`src/rtl/conv_weight_loader_pkg.sv`:
```
// Shared constants and state encoding for the conv weight/bias loader.
package conv_weight_loader_pkg;

    localparam int N_WEIGHTS = 4752;
    localparam int N_BIASES  = 48;

    localparam int L1_W_BASE = 0;
    localparam int L2_W_BASE = 144;
    localparam int L1_N_BIAS = 16;
    localparam int L2_N_BIAS = 32;

    localparam logic [7:0] SYNC_B0 = 8'hAA;
    localparam logic [7:0] SYNC_B1 = 8'h55;

    localparam logic [12:0] W_LAST = 13'(N_WEIGHTS - 1);
    localparam logic [5:0]  B_LAST = 6'(N_BIASES - 1);

    typedef enum logic [2:0] {
        ST_HUNT,
        ST_SYNC,
        ST_LOAD_W,
        ST_LOAD_B,
        ST_DONE
    } state_e;

endpackage

```
`src/rtl/conv_weight_loader.sv`:
```
// Streams host bytes into the conv weights RAM and packs bias bytes into
// 32-bit little-endian words for the conv biases RAM after a 2-byte header.
module conv_weight_loader
    import conv_weight_loader_pkg::*;
(
    input  logic        clk,
    input  logic        rst,
    input  logic [7:0]  rx_data,
    input  logic        rx_valid,
    output logic [12:0] w_wr_addr,
    output logic [7:0]  w_wr_data,
    output logic        w_wr_en,
    output logic [5:0]  b_wr_addr,
    output logic [31:0] b_wr_data,
    output logic        b_wr_en,
    output logic        busy,
    output logic        load_done
);

    state_e      state_q;
    logic [12:0] w_cnt_q;
    logic [5:0]  b_cnt_q;
    logic [1:0]  lane_q;
    logic [23:0] sh_q;

    always_ff @(posedge clk or posedge rst) begin
        if (rst) begin
            state_q   <= ST_HUNT;
            w_cnt_q   <= '0;
            b_cnt_q   <= '0;
            lane_q    <= '0;
            sh_q      <= '0;
            w_wr_addr <= '0;
            w_wr_data <= '0;
            w_wr_en   <= 1'b0;
            b_wr_addr <= '0;
            b_wr_data <= '0;
            b_wr_en   <= 1'b0;
            busy      <= 1'b0;
            load_done <= 1'b0;
        end else begin
            w_wr_en <= 1'b0;
            b_wr_en <= 1'b0;
            if (rx_valid) begin
                unique case (state_q)
                    ST_HUNT, ST_DONE: begin
                        if (rx_data == SYNC_B0) state_q <= ST_SYNC;
                    end
                    ST_SYNC: begin
                        if (rx_data == SYNC_B1) begin
                            state_q   <= ST_LOAD_W;
                            busy      <= 1'b1;
                            load_done <= 1'b0;
                            w_cnt_q   <= '0;
                        end else if (rx_data != SYNC_B0) begin
                            state_q <= ST_HUNT;
                        end
                    end
                    ST_LOAD_W: begin
                        w_wr_addr <= w_cnt_q;
                        w_wr_data <= rx_data;
                        w_wr_en   <= 1'b1;
                        if (w_cnt_q == W_LAST) begin
                            state_q <= ST_LOAD_B;
                            b_cnt_q <= '0;
                            lane_q  <= '0;
                        end else begin
                            w_cnt_q <= w_cnt_q + 13'd1;
                        end
                    end
                    ST_LOAD_B: begin
                        // Lanes 0..2 accumulate; lane 3 completes the word.
                        if (lane_q == 2'd3) begin
                            b_wr_addr <= b_cnt_q;
                            b_wr_data <= {rx_data, sh_q};
                            b_wr_en   <= 1'b1;
                            lane_q    <= '0;
                            if (b_cnt_q == B_LAST) begin
                                state_q   <= ST_DONE;
                                busy      <= 1'b0;
                                load_done <= 1'b1;
                            end else begin
                                b_cnt_q <= b_cnt_q + 6'd1;
                            end
                        end else begin
                            sh_q   <= {rx_data, sh_q[23:8]};
                            lane_q <= lane_q + 2'd1;
                        end
                    end
                    default: state_q <= ST_HUNT;
                endcase
            end
        end
    end

endmodule
```
`config.mk`:
```
export PLATFORM = sky130hd
export DESIGN_NAME = conv_weight_loader
export DESIGN_NICKNAME = d
export VERILOG_FILES = /design/src/rtl/conv_weight_loader_pkg.sv /design/src/rtl/conv_weight_loader.sv
export SDC_FILE = /design/constraint.sdc
export NUM_CORES = 1
export LEC_CHECK = 0
export BUFFER_PORTS_ARGS = -buffer_cell sky130_fd_sc_hd__buf_2
export CAP_MARGIN = 10
export CELL_PAD_IN_SITES_DETAIL_PLACEMENT = 1
export CELL_PAD_IN_SITES_GLOBAL_PLACEMENT = 1
export CORE_UTILIZATION = 46
export CTS_BUF_LIST = sky130_fd_sc_hd__clkbuf_16
export DETAILED_ROUTE_END_ITERATION = 8
export GPL_TIMING_DRIVEN = 0
export HOLD_SLACK_MARGIN = 0.05
export PLACE_DENSITY = 0.82
export SLEW_MARGIN = 20
export SYNTH_ARGS = -nofsm -noshare
export SYNTH_HDL_FRONTEND = slang
export SYNTH_SLANG_ARGS = --single-unit
```
`constraint.sdc`:
```
create_clock -name clk -period 4.1 [get_ports clk]
set_input_delay 0.82 -clock clk [delete_from_list [all_inputs] [get_ports clk]]
set_output_delay 0.82 -clock clk [all_outputs]
set_load 0.01 [all_outputs]
```
==> flow_summary_export.csv, run 1 <==
group,metric,value,unit
outcome,run_status,"complete, no violations",
critical_path,timing.critical_path.arrival,2.43,ns
sta,timing.fmax,0.454,GHz
critical_path,end_kind,"flip-flop",
die,boundaryPins,74,
placed_design,gp_routability_congestion,0.837,
critical_path,timing.critical_path.from_type,"flip-flop",
layout,most-common-layout-cells,"sky130_fd_sc_hd__dfrtp_1, sky130_fd_sc_hd__buf_2, sky130_fd_sc_hd__mux2_2",
logic_synthesis,post-synth-top-area-fraction,0.591,
power,post-layout-total-power,2.06,mW
logic_synthesis,yosys_register_bits,111,
global_route,first_global_vias,3490,
power,share_seq_of_total_power,0.535,
sta,timing.final.setup_violations,0,
power,power_density,370,nW/µm²
global_route,global_route.usage.total,0.235,
power,p_leak,2.87,nW
logic_synthesis,post_synth_instance_area,4700,µm²
global_route,antenna_found_initial,0,
critical_path,worst_path_max_delay_cell,"sky130_fd_sc_hd__dfrtp_1",
sta,report.final.slew_viol_count,0,
layout,share_of_final_layout_standard_cells_stronger_than_drive_strength_1,0.416,
layout,antennaDiodeCount,0,
power,power.internal,1.60,mW
sta,layout_min_cycle_time,2.20,ns
clock_tree,clk_root_buffer_cell,"sky130_fd_sc_hd__clkbuf_16",
critical_path,worstSetupPathType,"flip-flop to flip-flop",
flow_run,cap_viol_max_count,0,
logic_synthesis,synth-async-reset-ratio,1.00,
power,comb_power_share,0.025,
logic_synthesis,synthCells,360,
drt,num_vias,3278,
min_path,worst_min_delay_path_category,"input pin to asynchronous set/reset pin",
layout,fillerInstances,1028,
sta,hold-worst-slack,0.476,ns
sta,skew,0.00744,ns
sta,final.period_utilization,0.537,
drt,viasPerCell,5.63,
clock_tree,cts.sinks,111,
logic_synthesis,yosys-top-cells-area,"sky130_fd_sc_hd__dfrtp_1, sky130_fd_sc_hd__mux2_2, sky130_fd_sc_hd__a31oi_1",
global_route,grt-ovfl-total,0,
global_route,maximum_number_of_pins_on_one_net_before_global_route_repair,72,
drt,wl_per_cell,19.9,µm
critical_path,slowest_delay,0.38,ns
sta,worst_slew_pin_slew,0.662,ns
power,power_frac_clock,0.440,
logic_synthesis,ys_warnings,0,
sta,report.final.hold_viol_count,0,
critical_path,critical_path.max_fanout,10,
die,initial_core_utilization,0.479,
clock_tree,clock_latency,0.34,ns
clock_tree,clock_pin_slew_on_the_worst_setup_and_hold_paths,0.08,ns
clock_tree,post_cts.resized_instances,0,
logic_synthesis,synthesized_netlist_net_count,374,
sta,timing.max_slew.rel_slack,0.556,
global_route,grt_first_pass_wirelength,18600,µm
drt,wirelength,11600,µm
drt,drcViolationCount,0,
clock_tree,cts_buffer_depth,2,
drt,ant_nets,0,
die,placeableCoreArea,9820,µm²
die,die_area,10600,µm²
die,fp-row-count,36,
power,power_switching_share,0.224,
logic_synthesis,synth_edf_count,0,
drt,met3_length,341,µm
logic_synthesis,ys_types,47,
clock_tree,tritoncts.num_buffers,9,
clock_tree,holdBufCountCts,0,
sta,rsz0062_at_grt,"no",
critical_path,crit_path_cell_trace,"ha_1 > clkbuf_1 > and3_1 > buf_2 > buf_4 > mux2_2",
logic_synthesis,syn_area_per_cell,13.1,µm²
die,dieHeight,103,µm
logic_synthesis,synth_area_leader_cell,"sky130_fd_sc_hd__dfrtp_1",
die,die_width,103,µm
logic_synthesis,synth.yosys.seq_area_share,0.591,
layout,finish.utilization,0.567,
layout,layout-area-overhead-vs-synth,18.5,%
drt,met2RoutedLength,6110,µm
drt,wl_met1,4970,µm
clock_tree,cts_setup_buffers,0,
drt,drt-pass1-iter-count,4,
clock_tree,cts_tree,"done",
clock_tree,htree_levels,3,
critical_path,required_worst_endpoint,4.33,ns
layout,final_net_count,458,
layout,fin_cells,582,
power,net-switching-power,0.463,mW
placed_design,dpl.hpwl,8020,µm
layout,layout_commonest_cell,"sky130_fd_sc_hd__dfrtp_1",
drt,detailedRoute.firstIterationViolations,111,
drt,top_layer_used,"met4",
logic_synthesis,synth_top_flop_cell,"sky130_fd_sc_hd__dfrtp_1",
power,worst_ir_drop_vdd,0.000178,V
placed_design,port_buffers,72,
placed_design,placed_cells,566,
==> power by group through the flow <==
stage               registers (mW)  clock network (mW)  logic, mW
floorplan                     1.12                   0     0.0275
global placement              1.12                   0     0.0482
detailed placement            1.12                   0     0.0540
CTS                           1.10               0.923     0.0541
global route                  1.10               0.958     0.0595
finish                        1.10               0.907     0.0522
==> state kept, by name, indices dropped and copies added, names as in the netlist <==
signal	count
w_cnt_q	13
sh_q	24
lane_q	2
b_wr_en	1
busy	1
state_q	3
load_done	1
w_wr_addr	13
w_wr_data	8
w_wr_en	1
b_cnt_q	6
b_wr_data	32
b_wr_addr	6
==> synth_stat cells (4+ instances only) <==
cell	count
sky130_fd_sc_hd__a21oi_1	10
sky130_fd_sc_hd__a31oi_1	20
sky130_fd_sc_hd__buf_2	7
sky130_fd_sc_hd__clkbuf_1	4
sky130_fd_sc_hd__dfrtp_1	111
sky130_fd_sc_hd__inv_1	16
sky130_fd_sc_hd__mux2_2	76
sky130_fd_sc_hd__nand2_1	21
sky130_fd_sc_hd__nand2b_1	6
sky130_fd_sc_hd__nand4_1	7
sky130_fd_sc_hd__nor2_1	7
sky130_fd_sc_hd__o21ai_0	14
==> kinds of logic (layout without fill, tap and decap cells) <==
group                      Yosys count  count (layout)  synth area share
AOI/OAI and AO/OA                   62              62            0.0844
DFF                                111             111             0.591
and+or+nand+nor                     73              73            0.0945
buffers and inverters               32             121            0.0338
muxes                               79              79             0.188
adders and majority gates            3               3           0.00799
==> routing by layer <==
layer | up-vias | track usage
met3 | 17 | 0.0285
met2 | 80 | 0.412
met4 | 0 | 0.0791
li1 | 1477 | -
met1 | 1704 | 0.302
met5 | - | 0
==> per-stage QoR <==
stage          setup WS, ns  setup TNS [ns]  instance area (µm²)
6_report               1.90               0                 5570
5_1_grt                1.79               0                 5570
4_1_cts                1.88               0                 5570
3_5_place_dp           1.76               0                 5260
3_3_place_gp         -0.811          -89.25                 5230
2_1_floorplan         0.349               0                 4700
==> path summary, 6_finish.rpt <==
check	endpoint	start	cells after the start	slack, ns
hold / removal	sh_q[0]	rst	2	0.48
setup / recovery	b_wr_data[11]	lane_q[0]	6	1.90
setup reg to reg	b_wr_data[11]	lane_q[0]	6	1.90
max in group asynchronous	w_wr_data[6]	rst	3	2.97
min in group clk	w_wr_addr[7]	w_wr_addr[7]	2	0.48
hold reg to reg	w_wr_addr[7]	w_wr_addr[7]	2	0.48
==> layout make-up <==
cell class	instances	area, µm²	share of cell area
tap	133	166	0.0299
clock inverter	7	83.8	0.0151
buffer	16	98.8	0.0177
inverter	16	65.1	0.0117
sequential	111	2780	0.499
clock buffer	9	225	0.0404
multi-input combinational	217	1760	0.317
timing repair buffer	73	388	0.0696
==> critical path: cells and delay by family (launching register included) <==
family	cells	cell delay (ns)
buffers and inverters	3	0.90
adder cells (fa/ha/maj)	1	0.17
flip-flops	1	0.38
AND/OR/NAND/NOR	1	0.29
multiplexers	1	0.35
(Power assumes the default switching activity.)
==> run 2, diff against run 1 <==
--- a/config.mk
+++ b/config.mk
@@ -9,12 +9,12 @@
 export CAP_MARGIN = 10
 export CELL_PAD_IN_SITES_DETAIL_PLACEMENT = 1
 export CELL_PAD_IN_SITES_GLOBAL_PLACEMENT = 1
-export CORE_UTILIZATION = 46
+export CORE_UTILIZATION = 41
 export CTS_BUF_LIST = sky130_fd_sc_hd__clkbuf_16
 export DETAILED_ROUTE_END_ITERATION = 8
 export GPL_TIMING_DRIVEN = 0
 export HOLD_SLACK_MARGIN = 0.05
-export PLACE_DENSITY = 0.82
+export PLACE_DENSITY = 0.77
 export SLEW_MARGIN = 20
 export SYNTH_ARGS = -nofsm -noshare
 export SYNTH_HDL_FRONTEND = slang
==> constraint.sdc (replaced) <==
create_clock -name clk -period 1.82 [get_ports clk]
set_input_delay 0.364 -clock clk [delete_from_list [all_inputs] [get_ports clk]]
set_output_delay 0.364 -clock clk [all_outputs]
set_load 0.01 [all_outputs]
==> run 2 against run 1 <==
- worst hold slack got worse by 0.16 ns
- power increased by 130%
- worst setup slack got worse by 1.9 ns
- final cell count increased by 4.0%
- highest routed layer unchanged
- critical path type unchanged
- final area increased by 6.0%
- register-to-register slack got worse by 1.9 ns
- largest cell class unchanged
==> flow_summary_export.csv, run 2 (synthesized netlist as in run 1, its figures left out) <==
group,metric,value,unit
layout,largest_register_ffs,32,
global_route,global_route.usage.total,0.212,
die,initial_core_utilization,0.428,
drt,met3_length,453,µm
drt,viasPerCell,5.45,
die,placeableCoreArea,11000,µm²
power,worst_ir_drop_vdd,0.000424,V
drt,wirelength,11800,µm
sta,report.final.hold_viol_count,0,
clock_tree,clk_root_buffer_cell,"sky130_fd_sc_hd__clkbuf_16",
die,boundaryPins,74,
sta,skew,0.0127,ns
drt,detailedRoute.firstIterationViolations,125,
sta,post-route-worst-setup-slack,0.0417,ns
placed_design,port_buffers,72,
flow_run,cap_viol_max_count,0,
critical_path,timing.critical_path.arrival,2.01,ns
critical_path,timing.critical_path.from_type,"flip-flop",
critical_path,crit_path_cell_trace,"and3b_1 > buf_4 > and2b_2 > nand2_4 > buf_8 > mux2_2",
sta,timing.max_slew.rel_slack,0.698,
layout,fillerInstances,1136,
sta,timing.fmax,0.562,GHz
sta,fin_setup_tns,0,ns
power,power_density,814,nW/µm²
sta,report.final.slew_viol_count,0,
outcome,run_status,"complete, no violations",
layout,layout-area-overhead-vs-synth,25.5,%
drt,wl_met1,5150,µm
placed_design,placed_cells,576,
placed_design,postPlaceCellArea,5340,µm²
clock_tree,cts_tree,"done",
global_route,grt_first_pass_wirelength,19000,µm
drt,num_vias,3300,
layout,fin_cells,605,
min_path,worst_min_delay_path_category,"input pin to flip-flop",
layout,final_net_count,474,
drt,drcViolationCount,0,
layout,layout_top_registers,"b_wr_data: 32 flops, sh_q: 24 flops",
sta,worst_slew_pin_slew,0.454,ns
critical_path,critical_path.n_buffers_inverters,2,
critical_path,required_worst_endpoint,2.05,ns
die,die_area,11900,µm²
layout,registers.top_by_ff_count,"b_wr_data",
clock_tree,tritoncts.num_buffers,9,
die,dieHeight,109,µm
drt,drt-pass1-iter-count,4,
clock_tree,cts_buffer_depth,2,
layout,finalInstanceArea,5900,µm²
drt,wl_per_cell,19.6,µm
critical_path,critPathTopFamily,"simple AND/OR/NAND/NOR gates",
sta,timing.final.setup_violations,0,
layout,most-common-layout-cells,"sky130_fd_sc_hd__dfrtp_1, sky130_fd_sc_hd__buf_2, sky130_fd_sc_hd__mux2_2",
power,p_leak,2.99,nW
layout,layout_commonest_cell,"sky130_fd_sc_hd__dfrtp_1",
clock_tree,htree_levels,3,
layout,share_of_final_layout_standard_cells_stronger_than_drive_strength_1,0.462,
critical_path,end_kind,"flip-flop",
drt,top_layer_used,"met4",
drt,met2RoutedLength,6120,µm
critical_path,worst_path_max_delay_cell,"sky130_fd_sc_hd__dfrtp_1",
critical_path,critical_path.max_fanout,10,
critical_path,slowest_delay,0.43,ns
critical_path,worstSetupPathType,"flip-flop to flip-flop",
die,die_width,109,µm
sta,rsz0062_at_grt,"yes",
clock_tree,clock_latency,0.35,ns
clock_tree,cts.sinks,111,
global_route,antenna_found_initial,0,
global_route,maximum_number_of_pins_on_one_net_before_global_route_repair,36,
layout,finish.utilization,0.537,
layout,antennaDiodeCount,0,
clock_tree,clock_pin_slew_on_the_worst_setup_and_hold_paths,0.07,ns
sta,final.period_utilization,0.977,
placed_design,gp_routability_congestion,0.796,
die,fp-row-count,38,
placed_design,dpl.hpwl,8250,µm
placed_design,dpl_worst_slack,-0.313,ns
sta,layout_min_cycle_time,1.78,ns
global_route,first_global_vias,3577,
global_route,grt-ovfl-total,0,
drt,ant_nets,0,
## run 2: cell types whose count changed in the layout (fill, tap and decap cells not counted), sizes merged
cell         previous run  this run
buf                    85       100
inv                    20        18
bufinv                  1         2
clkinv                  1         2
dlygate4sd3             0         1
## run 2: per-layer routing
layer,GRT usage,up-vias
met2,0.368,75
met3,0.0400,11
met5,0,-
met1,0.270,1701
li1,-,1513
met4,0.0569,0
## run 2: cell type report
cell class | instances | area, µm² | share of cell area
clock inverter | 7 | 101 | 0.0172
inverter | 16 | 63.8 | 0.0108
clock buffer | 9 | 225 | 0.0382
multi-input combinational | 217 | 1870 | 0.316
timing repair buffer | 91 | 582 | 0.0986
tap | 140 | 175 | 0.0297
buffer | 14 | 106 | 0.0180
sequential | 111 | 2780 | 0.471
## run 2: final timing paths
kind	from	cells past startpoint	end	slack (ns)
setup / recovery	state_q[0]	6	sh_q[0]	0.04
hold / removal	rx_data[6]	2	b_wr_data[30]	0.32
setup reg to reg	state_q[0]	6	sh_q[0]	0.04
hold reg to reg	w_wr_addr[7]	2	w_wr_addr[7]	0.49
max in group asynchronous	rst	6	w_wr_data[5]	0.39
min in group asynchronous	rst	3	b_cnt_q[0]	0.57
## run 2: stage by stage
step	hold slack [ns]	power [mW]
after floorplan	0.438	2.60
after global placement	0.461	2.64
after detailed placement	0.397	2.68
after CTS	0.307	4.84
after global routing	0.316	4.96
final	0.316	4.80
## run 2: timing repair
action / CTS / global route
endpoints found under the hold margin: 15 / 0
buffers inserted: 3 / 11
hold buffers: 1 / 0
endpoints found under the setup margin: 76 / 58
pin swaps: 0 / 2
resized for setup: 10 / 18
## run 2: worst reg2reg max path: stages, from the launching register on
cell and delay, ns:
sky130_fd_sc_hd__dfrtp_1 0.43, sky130_fd_sc_hd__and3b_1 0.19, sky130_fd_sc_hd__buf_4 0.17, sky130_fd_sc_hd__and2b_2 0.23
sky130_fd_sc_hd__nand2_4 0.13, sky130_fd_sc_hd__buf_8 0.16, sky130_fd_sc_hd__mux2_2 0.35
## run 2: power breakdown
part	switching [mW]	internal, mW
clock	0.946	1.23
combinational	0.0924	0.0563
sequential	0.0103	2.47
==> run 3, diff against run 2 <==
--- a/config.mk
+++ b/config.mk
@@ -9,12 +9,12 @@
 export CAP_MARGIN = 10
 export CELL_PAD_IN_SITES_DETAIL_PLACEMENT = 1
 export CELL_PAD_IN_SITES_GLOBAL_PLACEMENT = 1
-export CORE_UTILIZATION = 41
+export CORE_UTILIZATION = 46
 export CTS_BUF_LIST = sky130_fd_sc_hd__clkbuf_16
 export DETAILED_ROUTE_END_ITERATION = 8
 export GPL_TIMING_DRIVEN = 0
 export HOLD_SLACK_MARGIN = 0.05
-export PLACE_DENSITY = 0.77
+export PLACE_DENSITY = 0.82
 export SLEW_MARGIN = 20
 export SYNTH_ARGS = -nofsm -noshare
 export SYNTH_HDL_FRONTEND = slang
==> constraint.sdc (replaced) <==
create_clock -name clk -period 2.1 [get_ports clk]
set_input_delay 0.42 -clock clk [delete_from_list [all_inputs] [get_ports clk]]
set_output_delay 0.42 -clock clk [all_outputs]
set_load 0.05 [all_outputs]
==> run 3 against run 2 <==
- first-iteration DRC count is 26% lower
- sequential share of layout area is 1.9 points higher
- sequential power is 13% lower
- worst setup slack better by 0.054 ns
- die area is 11% lower
- clock power is 18% lower
- power is 15% lower
- routed wire length is 0.74% higher
- clock-buffer cell count stayed put
- critical path depth stayed put
- sequential cell count stayed put
- maximum frequency is 11% lower
==> flow_summary_export.csv, run 3 (synthesized netlist as in run 1, its figures left out) <==
group,metric,value,unit
die,die_area,10600,µm²
drt,detailedRoute.firstIterationViolations,93,
clock_tree,clock_pin_slew_on_the_worst_setup_and_hold_paths,0.08,ns
clock_tree,holdBufCountCts,0,
critical_path,worst_setup_slack_for_register_to_register_paths,0.1,ns
drt,ant_nets,0,
sta,layout_min_cycle_time,2.00,ns
sta,timing.final.setup_violations,0,
critical_path,crit_path_cell_trace,"ha_1 > and3_2 > nand4_1 > a22o_4 > buf_6 > a31oi_1",
layout,final_net_count,461,
global_route,grt_first_pass_wirelength,19000,µm
clock_tree,cts.sinks,111,
layout,layout-area-overhead-vs-synth,20.5,%
layout,most-common-layout-cells,"sky130_fd_sc_hd__dfrtp_1, sky130_fd_sc_hd__buf_2, sky130_fd_sc_hd__mux2_2",
layout,registers.top_by_ff_count,"b_wr_data",
drt,wl_per_cell,20.4,µm
power,power_density,720,nW/µm²
critical_path,timing.critical_path.from_type,"flip-flop",
die,initial_core_utilization,0.479,
critical_path,required_worst_endpoint,2.36,ns
die,boundaryPins,74,
critical_path,worst_path_max_delay_cell,"sky130_fd_sc_hd__dfrtp_1",
layout,share_of_final_layout_standard_cells_stronger_than_drive_strength_1,0.434,
sta,timing.max_slew.rel_slack,0.576,
power,p_leak,2.90,nW
drt,drt-pass1-iter-count,4,
critical_path,slowest_delay,0.42,ns
flow_run,cap_viol_max_count,0,
critical_path,critical_path.max_fanout,10,
clock_tree,clock_latency,0.35,ns
clock_tree,cts_buffer_depth,2,
clock_tree,cts_tree,"done",
drt,wirelength,11900,µm
global_route,antenna_found_initial,0,
layout,largest_register_ffs,32,
global_route,first_global_vias,3464,
sta,report.final.slew_viol_count,0,
placed_design,gp_routability_congestion,0.857,
critical_path,end_kind,"flip-flop",
layout,layout_commonest_cell,"sky130_fd_sc_hd__dfrtp_1",
drt,num_vias,3279,
placed_design,port_buffers,72,
layout,layout_top_registers,"b_wr_data: 32 flops, sh_q: 24 flops",
clock_tree,tritoncts.num_buffers,9,
clock_tree,clk_root_buffer_cell,"sky130_fd_sc_hd__clkbuf_16",
drt,viasPerCell,5.61,
sta,fin_setup_tns,0,ns
sta,timing.fmax,0.499,GHz
critical_path,worstSetupPathType,"flip-flop to flip-flop",
sta,post-route-worst-setup-slack,0.0953,ns
sta,report.final.hold_viol_count,0,
drt,drcViolationCount,0,
sta,skew,0.00808,ns
die,dieHeight,103,µm
placed_design,dpl_worst_slack,-0.0620,ns
die,die_width,103,µm
layout,antennaDiodeCount,0,
critical_path,timing.critical_path.arrival,2.26,ns
global_route,grt-ovfl-total,0,
global_route,global_route.usage.total,0.244,
die,placeableCoreArea,9820,µm²
sta,final.period_utilization,0.955,
clock_tree,htree_levels,3,
min_path,worst_min_delay_path_category,"input pin to asynchronous set/reset pin",
outcome,run_status,"complete, no violations",
placed_design,dpl.hpwl,8510,µm
layout,finalInstanceArea,5670,µm²
sta,worst_slew_pin_slew,0.633,ns
power,worst_ir_drop_vdd,0.000376,V
die,fp-row-count,36,
global_route,maximum_number_of_pins_on_one_net_before_global_route_repair,32,
placed_design,postPlaceCellArea,5330,µm²
run 3: changes by cell type in the layout (fill, tap and decap cells not counted), moves of 2 or more:
cell	previous run	this run
sky130_fd_sc_hd__buf_4	15	3
sky130_fd_sc_hd__a31oi_1	17	20
sky130_fd_sc_hd__buf_8	3	0
sky130_fd_sc_hd__a31oi_4	2	0
sky130_fd_sc_hd__buf_2	77	79
sky130_fd_sc_hd__buf_6	1	3
sky130_fd_sc_hd__dfrtp_1	109	111
sky130_fd_sc_hd__dfrtp_2	2	0
sky130_fd_sc_hd__ha_4	2	0
run 3: final cells by class:
type / instances / area [µm²]
plain buffers: 15 / 96.3
clock inverters: 7 / 91.3
well taps: 133 / 166
fillers: 1059 / 4150
multi-input cells: 217 / 1780
clock buffers: 9 / 225
flip-flops and latches: 111 / 2780
repair buffers: 77 / 463
inverters: 16 / 63.8
run 3: through the flow:
step,std cells,hold slack [ns],power [mW],util
after floorplan,360,0.438,2.26,-
after global placement,565,0.463,2.31,0.533
after detailed placement,569,0.449,2.33,0.542
after CTS,584,0.0698,4.12,0.574
after global routing,585,0.101,4.20,0.577
final,585,0.0647,4.08,0.577
run 3: metal layers:
layer  wire length, µm  vias to the layer above  track usage
met5                 0                        -            0
met4                80                        0       0.0683
met3               278                       10       0.0237
met2              6530                       66        0.447
met1              5050                     1719        0.305
li1                  -                     1484            -
run 3: repair_timing:
item	4_1_cts	5_1_grt
cloned	0	0
setup endpoints to repair	14	24
resized for setup	1	7
setup buffers	0	1
run 3: worst max-delay path, delay by kind of cell, from the launching register on:
kind	cells	cell delay [ns]
AO/OA/AOI/OAI	2	0.56
adder cells (fa/ha/maj)	1	0.25
buffers and inverters	1	0.15
flip-flops	1	0.42
AND/OR/NAND/NOR	2	0.53
run 3: worst paths after layout:
path,cells after the start,from,end
worst max register to register,6,w_cnt_q[1],w_cnt_q[6]
max in group asynchronous,5,rst,b_wr_data[6]
worst min register to register,2,w_wr_addr[5],w_wr_addr[5]
worst max-delay path,6,w_cnt_q[1],w_cnt_q[6]
min in group clk,2,rx_data[4],sh_q[20]
worst min-delay path,2,rst,w_wr_en
run 3: power breakdown:
part / switching (mW) / internal (mW)
logic: 0.0930 / 0.0412
registers: 0.00885 / 2.14
clock network: 0.839 / 0.954
